==> config.mk <==
export PLATFORM = sky130hd
export DESIGN_NAME = aes_host_seq
export DESIGN_NICKNAME = d
export VERILOG_FILES = /design/src/rtl/aes_pkg.sv /design/src/rtl/aes_seq_rdpipe.sv /design/src/rtl/aes_host_seq.sv
export SDC_FILE = /design/constraint.sdc
export NUM_CORES = 1
export LEC_CHECK = 0
export CAP_MARGIN = 20
export CORE_MARGIN = 2
export CORE_UTILIZATION = 51
export DETAILED_ROUTE_END_ITERATION = 6
export PLACE_DENSITY = 0.81
export SLEW_MARGIN = 15
export SYNTH_ARGS = -nofsm -noshare
export SYNTH_HDL_FRONTEND = slang
export SYNTH_SLANG_ARGS = --single-unit
==> constraint.sdc <==
create_clock -name clk -period 3.2 [get_ports clk]
set_input_delay 0.96 -clock clk [delete_from_list [all_inputs] [get_ports clk]]
set_output_delay 0.96 -clock clk [all_outputs]
set_load 0.02 [all_outputs]
==> src/rtl/aes_pkg.sv <==
// Shared definitions for the AES host command sequencer.
// Register map, field bit positions, word counts and FSM state encoding.
package aes_pkg;

    localparam logic [3:0] ADDR_CONFIG = 4'd1;
    localparam logic [3:0] ADDR_KEY    = 4'd2;
    localparam logic [3:0] ADDR_BLOCK  = 4'd3;
    localparam logic [3:0] ADDR_STATUS = 4'd5;
    localparam logic [3:0] ADDR_START  = 4'd6;
    localparam logic [3:0] ADDR_RESULT = 4'd7;

    localparam int CONFIG_ENCDEC_BIT = 0;
    localparam int CONFIG_KEYLEN_BIT = 1;
    localparam int STATUS_VALID_BIT  = 1;
    localparam int START_INIT_BIT    = 0;
    localparam int START_NEXT_BIT    = 1;

    localparam int KEY128_WORDS = 8;
    localparam int KEY256_WORDS = 16;
    localparam int BLOCK_WORDS  = 8;
    localparam int RESULT_BYTES = 16;

    typedef enum logic [3:0] {
        S_IDLE,
        S_CFG,
        S_KEY,
        S_BLK,
        S_INIT,
        S_NEXT,
        S_POLL,
        S_READ,
        S_DONE
    } seq_state_e;

    function automatic logic [15:0] bit16(input int pos);
        return 16'(1) << pos;
    endfunction

endpackage

==> src/rtl/aes_seq_rdpipe.sv <==
// Read-latency pipeline for the AES register port.
// Tracks issued reads RD_LAT cycles and shifts RESULT bytes into a 128-bit register.
module aes_seq_rdpipe #(
    parameter int RD_LAT = 1
) (
    input  logic         clk,
    input  logic         rst_n,
    input  logic         clr,
    input  logic         issue,
    input  logic         issue_res,
    input  logic [7:0]   rd_data,
    output logic         smp_valid,
    output logic         smp_res,
    output logic [127:0] shreg
);

    logic [RD_LAT:0] vld;
    logic [RD_LAT:0] res;

    // Stage 0 lines up with the registered address; stage RD_LAT with valid read data.
    always_ff @(posedge clk or negedge rst_n) begin
        if (!rst_n) begin
            vld   <= '0;
            res   <= '0;
            shreg <= '0;
        end else if (clr) begin
            vld   <= '0;
            res   <= '0;
            shreg <= '0;
        end else begin
            vld <= {vld[RD_LAT-1:0], issue};
            res <= {res[RD_LAT-1:0], issue_res};
            if (vld[RD_LAT] && res[RD_LAT]) begin
                shreg <= {shreg[119:0], rd_data};
            end
        end
    end

    assign smp_valid = vld[RD_LAT];
    assign smp_res   = res[RD_LAT];

endmodule

==> src/rtl/aes_host_seq.sv <==
// Command sequencer driving the AES narrow register port from one wide request.
// Optional STATUS-poll timeout is enabled by defining AES_SEQ_TIMEOUT_EN.
module aes_host_seq
    import aes_pkg::*;
#(
    parameter int INIT_WAIT      = 16,
    parameter int RD_LAT         = 1,
    parameter int TIMEOUT_CYCLES = 1024
) (
    input  logic         clk,
    input  logic         rst_n,
    input  logic         req_valid,
    output logic         req_ready,
    input  logic         req_encdec,
    input  logic         req_keylen,
    input  logic         req_new_key,
    input  logic [255:0] req_key,
    input  logic [127:0] req_block,
    output logic         res_valid,
    input  logic         res_ready,
    output logic [127:0] res_data,
    output logic         res_err,
    output logic [3:0]   aes_address,
    output logic [15:0]  aes_data_in,
    input  logic [7:0]   aes_data_out
);

`ifdef AES_SEQ_TIMEOUT_EN
    localparam int WAIT_MAX = (INIT_WAIT > TIMEOUT_CYCLES) ? INIT_WAIT : TIMEOUT_CYCLES;
`else
    localparam int WAIT_MAX = INIT_WAIT;
`endif
    localparam int WW = $clog2(WAIT_MAX + 1);

    seq_state_e     state, state_d;
    logic [4:0]     cnt, cnt_d;
    logic [WW-1:0]  wcnt, wcnt_d;
    logic           keylen_q, new_key_q;
    logic [255:0]   key_q;
    logic [127:0]   block_q;
    logic [3:0]     addr_d;
    logic [15:0]    din_d;
    logic           issue, issue_res;
    logic           smp_valid, smp_res;
    logic           accept;
    logic [4:0]     key_last;
    logic           status_ok;
`ifdef AES_SEQ_TIMEOUT_EN
    logic           err_set;
    logic           err_q;
`endif

    assign accept    = req_valid && req_ready;
    assign req_ready = (state == S_IDLE);
    assign res_valid = (state == S_DONE);
    assign key_last  = keylen_q ? 5'(KEY256_WORDS - 1) : 5'(KEY128_WORDS - 1);
    assign status_ok = smp_valid && !smp_res && aes_data_out[STATUS_VALID_BIT];

    // State, per-state cycle counter and wait counter.
    always_ff @(posedge clk or negedge rst_n) begin
        if (!rst_n) begin
            state <= S_IDLE;
            cnt   <= '0;
            wcnt  <= '0;
        end else begin
            state <= state_d;
            cnt   <= cnt_d;
            wcnt  <= wcnt_d;
        end
    end

    // Next-state logic; both counters restart whenever the state changes.
    always_comb begin
        state_d = state;
        cnt_d   = cnt + 5'd1;
        wcnt_d  = wcnt;
`ifdef AES_SEQ_TIMEOUT_EN
        err_set = 1'b0;
`endif
        unique case (state)
            S_IDLE: begin
                if (accept) state_d = S_CFG;
            end
            S_CFG: begin
                state_d = new_key_q ? S_KEY : S_BLK;
            end
            S_KEY: begin
                if (cnt == key_last) state_d = S_BLK;
            end
            S_BLK: begin
                if (cnt == 5'(BLOCK_WORDS - 1)) begin
                    state_d = new_key_q ? S_INIT : S_NEXT;
                end
            end
            S_INIT: begin
                if (cnt >= 5'd2) begin
                    cnt_d  = cnt;
                    wcnt_d = wcnt + WW'(1);
                    if (wcnt == WW'(INIT_WAIT - 1)) state_d = S_NEXT;
                end
            end
            S_NEXT: begin
                if (cnt == 5'd1) state_d = S_POLL;
            end
            S_POLL: begin
                cnt_d = cnt;
                if (status_ok) begin
                    state_d = S_READ;
                end
`ifdef AES_SEQ_TIMEOUT_EN
                else begin
                    wcnt_d = wcnt + WW'(1);
                    if (wcnt == WW'(TIMEOUT_CYCLES - 1)) begin
                        state_d = S_DONE;
                        err_set = 1'b1;
                    end
                end
`endif
            end
            S_READ: begin
                if (cnt == 5'(RESULT_BYTES - 1 + RD_LAT)) state_d = S_DONE;
            end
            S_DONE: begin
                cnt_d = cnt;
                if (res_ready) state_d = S_IDLE;
            end
            default: state_d = S_IDLE;
        endcase
        if (state_d != state) begin
            cnt_d  = '0;
            wcnt_d = '0;
        end
    end

    // Bus value for the coming cycle, derived from the next state and count.
    always_comb begin
        addr_d    = 4'd0;
        din_d     = 16'd0;
        issue     = 1'b0;
        issue_res = 1'b0;
        unique case (state_d)
            S_CFG: begin
                addr_d = ADDR_CONFIG;
                din_d[CONFIG_ENCDEC_BIT] = req_encdec;
                din_d[CONFIG_KEYLEN_BIT] = req_keylen;
            end
            S_KEY: begin
                addr_d = ADDR_KEY;
                din_d  = key_q[{~cnt_d[3:0], 4'b0000} +: 16];
            end
            S_BLK: begin
                addr_d = ADDR_BLOCK;
                din_d  = block_q[{~cnt_d[2:0], 4'b0000} +: 16];
            end
            S_INIT: begin
                if (cnt_d == 5'd0) begin
                    addr_d = ADDR_START;
                    din_d  = bit16(START_INIT_BIT);
                end else if (cnt_d == 5'd1) begin
                    addr_d = ADDR_START;
                end
            end
            S_NEXT: begin
                addr_d = ADDR_START;
                if (cnt_d == 5'd0) din_d = bit16(START_NEXT_BIT);
            end
            S_POLL: begin
                addr_d = ADDR_STATUS;
                issue  = 1'b1;
            end
            S_READ: begin
                if (cnt_d < 5'(RESULT_BYTES)) begin
                    addr_d    = ADDR_RESULT;
                    issue     = 1'b1;
                    issue_res = 1'b1;
                end
            end
            default: begin
                addr_d = 4'd0;
            end
        endcase
    end

    // Registered AES bus outputs.
    always_ff @(posedge clk or negedge rst_n) begin
        if (!rst_n) begin
            aes_address <= 4'd0;
            aes_data_in <= 16'd0;
        end else begin
            aes_address <= addr_d;
            aes_data_in <= din_d;
        end
    end

    // Request fields captured on the accept edge.
    always_ff @(posedge clk or negedge rst_n) begin
        if (!rst_n) begin
            keylen_q  <= 1'b0;
            new_key_q <= 1'b0;
            key_q     <= '0;
            block_q   <= '0;
        end else if (accept) begin
            keylen_q  <= req_keylen;
            new_key_q <= req_new_key;
            key_q     <= req_key;
            block_q   <= req_block;
        end
    end

`ifdef AES_SEQ_TIMEOUT_EN
    // Timeout flag: set on poll expiry, cleared by the result handshake.
    always_ff @(posedge clk or negedge rst_n) begin
        if (!rst_n) begin
            err_q <= 1'b0;
        end else if (accept) begin
            err_q <= 1'b0;
        end else if (err_set) begin
            err_q <= 1'b1;
        end else if (state == S_DONE && res_ready) begin
            err_q <= 1'b0;
        end
    end
    assign res_err = err_q;
`else
    assign res_err = 1'b0;
`endif

    aes_seq_rdpipe #(
        .RD_LAT(RD_LAT)
    ) u_rdpipe (
        .clk       (clk),
        .rst_n     (rst_n),
        .clr       (accept),
        .issue     (issue),
        .issue_res (issue_res),
        .rd_data   (aes_data_out),
        .smp_valid (smp_valid),
        .smp_res   (smp_res),
        .shreg     (res_data)
    );

endmodule
==> metrics.cfg <==
[yosys]
ys_seq_area_frac=0.558
synth_compound_area_frac=0.107
synthAdderAreaFrac=0.00304
synthSimpleGateAreaFrac=0.261
yosys.cell_types.count=76
synth.most_common_cell=nand2_1
synth_flop_cell=dfrtp_1
syn_area_per_cell_um2=8.54
synth-warning-count=0
ys_ff_latch=551
post-synth-top-area-fraction=0.558
syn_inst=2894
yosys-top-cells-count=nand2_1 (1508), dfrtp_1 (551), a21oi_1 (156), clkbuf_1 (140), o22ai_1 (50)
yosysTopAreaCell=dfrtp_1
ys_async_sr_fraction=1.00
synth.area.top_cells=dfrtp_1 (56%), nand2_1 (23%), a21oi_1 (3.2%)
yosys.area_share.xor_xnor=0.00177
synth-edff-count=0
synth_mux_area_frac=0.0293
netlist_area_um2=24700
synth_top_family_by_area=simple AND/OR/NAND/NOR gates

[timing]
rsz0062_at_grt=yes
post-route-min-period_ns=3.18
worst_slew_pin_slew_ns=0.845
finClkSkew_ns=0.0279
period_share=0.993
final.setup.tns_ns=0
timing.fmax_mhz=315
relSlewSlack=0.437
fin_ws_ns=0.0233
hold_viol_final=0
finalSetupViolations=0
finalMaxSlewViolations=0

[clock_network]
hold_buffers=0
clock-sinks=551
cts_tree=built
htree_levels=2
clk_latency_ns=0.63
clk_path_buf_depth=3
cts_buffers=55
cts_root_buf=clkbuf_16
clkTransAtPathRegs_ns=0.07

[die]
die_w_um=224
ios=550
rows=80
dieArea_um2=50200
core_um2=47700
start_util=0.518
die_y_um=224

[cells_and_area]
area_growth_pct=37.9
drive_above_1_share=0.0983
final_util=0.714
finalInstanceArea_um2=34100
nets=3882
fill_cells=3446

[routing]
ant_nets=0
drc_errors=0
wl_um=88200
avgViaCountPerCell=5.66
via_count=23400
dr.pass1.iters=6
drtIter0Drc=2658
wl_per_cell_um=21.3

[outcome]
outcome=completed

[pwr]
p_per_area_nw_per_um2=978
worst_ir_drop_vdd_mv=0.543
cellLeakagePower_nw=16.3
power.total_mw=33.3

[job]
maxCapViolCount=0

[place]
dp.final_hpwl_um=64800
gp_congestion=0.964
place_ws_ns=-0.469
io_buffers=547
dpl_cell_area_um2=31800

[global_route]
first_global_vias=23400
grt_overflow=0
track_usage=0.345
grt_max_degree=131
antenna_found_initial=6
grt_pass1_wl_um=133000

[worst_setup_path]
critPathLaunchType=register
worstSetupPathType=register to register
path_delay_family=compound AO/OA/AOI/OAI gates
critPathSlowestCell=dfrtp_1
r2r-start=cnt[0]
worstPathArrival_ns=3.71
critPathMaxStageDelay_ns=0.39
crit_required_ns=3.74
worstPathCellList=inv_1, ha_1, or2_2, o211a_1, a311oi_4, buf_6, o211a_4, and2_2, buf_12, buf_4, a2bb2oi_1, o221ai_2, o211ai_1
regToRegSetupSlack_ns=0.02
cp_max_fo=20
r2r_end=aes_data_in[7]
critPathBufInv=4
rr_worst_depth=13
crit_path_end_kind=register

[hold_path]
hold_path_class=input pin to async pin

==> worst reg2reg max path: cells and delay by family (launching register included) <==
kind / cells / cell delay, ns
and+or+nand+nor: 2 / 0.50
adders and majority gates: 1 / 0.21
buffers and inverters: 4 / 0.62
DFF: 1 / 0.39
AOI/OAI and AO/OA: 6 / 1.37
==> layout by cell type, fill, tap and decap left out, types with 7 or more instances in the layout <==
master / netlist / layout
mux2_1: 31 / 31
and3_1: 22 / 21
a31oi_1: 17 / 12
o21ai_0: 33 / 32
bufinv_16: 0 / 8
clkbuf_1: 140 / 12
a311oi_1: 8 / 7
nand3_1: 20 / 20
inv_1: 17 / 17
clkbuf_16: 0 / 56
o221ai_2: 0 / 7
o221ai_1: 23 / 16
clkdlybuf4s50_1: 0 / 544
nand2_1: 1508 / 1505
a2bb2oi_1: 16 / 13
nor3_1: 18 / 18
dfrtp_1: 551 / 550
buf_12: 0 / 31
clkbuf_8: 0 / 10
buf_4: 8 / 140
o22ai_1: 50 / 43
o211ai_1: 18 / 18
mux2i_1: 24 / 24
clkinv_2: 1 / 10
o22a_1: 7 / 7
o22ai_2: 0 / 7
nor2_1: 26 / 26
a21oi_1: 156 / 155
a22oi_1: 14 / 14
a211oi_1: 23 / 17
==> logic make-up (layout without fill, tap and decap cells) <==
group | after synthesis | after routing
adders and majority gates | 6 | 6
xor gates and xnor gates | 5 | 5
buffers and inverters | 220 | 845
and+or+nand+nor | 1642 | 1642
AOI/OAI and AO/OA | 404 | 405
muxes | 65 | 65
DFF | 551 | 551
other | 1 | 6
==> worst max path at each step <==
| stage | depth (start not counted) | to | start | slack (ns) |
|---|---|---|---|---|
| after floorplan | 9 | aes_data_in[1] | req_valid | 0.31 |
| after global placement | 9 | aes_data_in[9] | aes_data_out[1] | -0.44 |
| after detailed placement | 10 | aes_data_in[11] | aes_data_out[1] | -0.47 |
| after CTS | 14 | aes_data_in[4] | cnt[0] | 0.0001 |
| after global routing | 13 | aes_data_in[15] | state[0] | -0.04 |
| final | 13 | aes_data_in[7] | cnt[0] | 0.02 |
==> report_power, final <==
group | switching (mW) | internal [mW]
combinational | 8.85 | 6.40
sequential | 1.70 | 9.48
clock | 2.81 | 4.09
==> layer usage <==
metal	global-route usage	routed length, µm	vias to the layer above
met5	0	27	-
met4	0.167	4610	4
met3	0.0668	7590	251
met2	0.557	41700	1176
met1	0.450	34300	11400
li1	-	-	10600
==> flip-flops by register name, indices dropped and copies added (netlist names), 3 cells and up <==
register / cells
key_q: 256
aes_data_in: 16
state: 4
block_q: 128
wcnt: 5
cnt: 5
aes_address: 3
u_rdpipe.shreg: 128
==> per-stage QoR <==
| stage | std cells | hold WS (ns) |
|---|---|---|
| floorplan | 2895 | 0.438 |
| global placement | 4026 | 0.451 |
| detailed placement | 4026 | 0.458 |
| CTS | 4127 | 0.228 |
| global route | 4140 | 0.247 |
| finish | 4140 | 0.241 |
==> cell type report <==
class	instances	area (µm²)	share of cell area
diodes	4	10.0	0.000294
clock buffers	78	1580	0.0465
clock inverters	23	342	0.0100
inverters	21	80.1	0.00235
multi-input cells	2125	10300	0.302
flip-flops and latches	551	13800	0.405
well taps	615	769	0.0226
repair buffers	723	7220	0.212
==> repair_timing <==
item,4_1_cts,5_1_grt
cloned,0,1
gates resized for setup,7,52
setup buffers,0,8
pin swaps,0,8
setup endpoints to repair,11,17
Note: power is estimated with default switching activity, not from simulation.
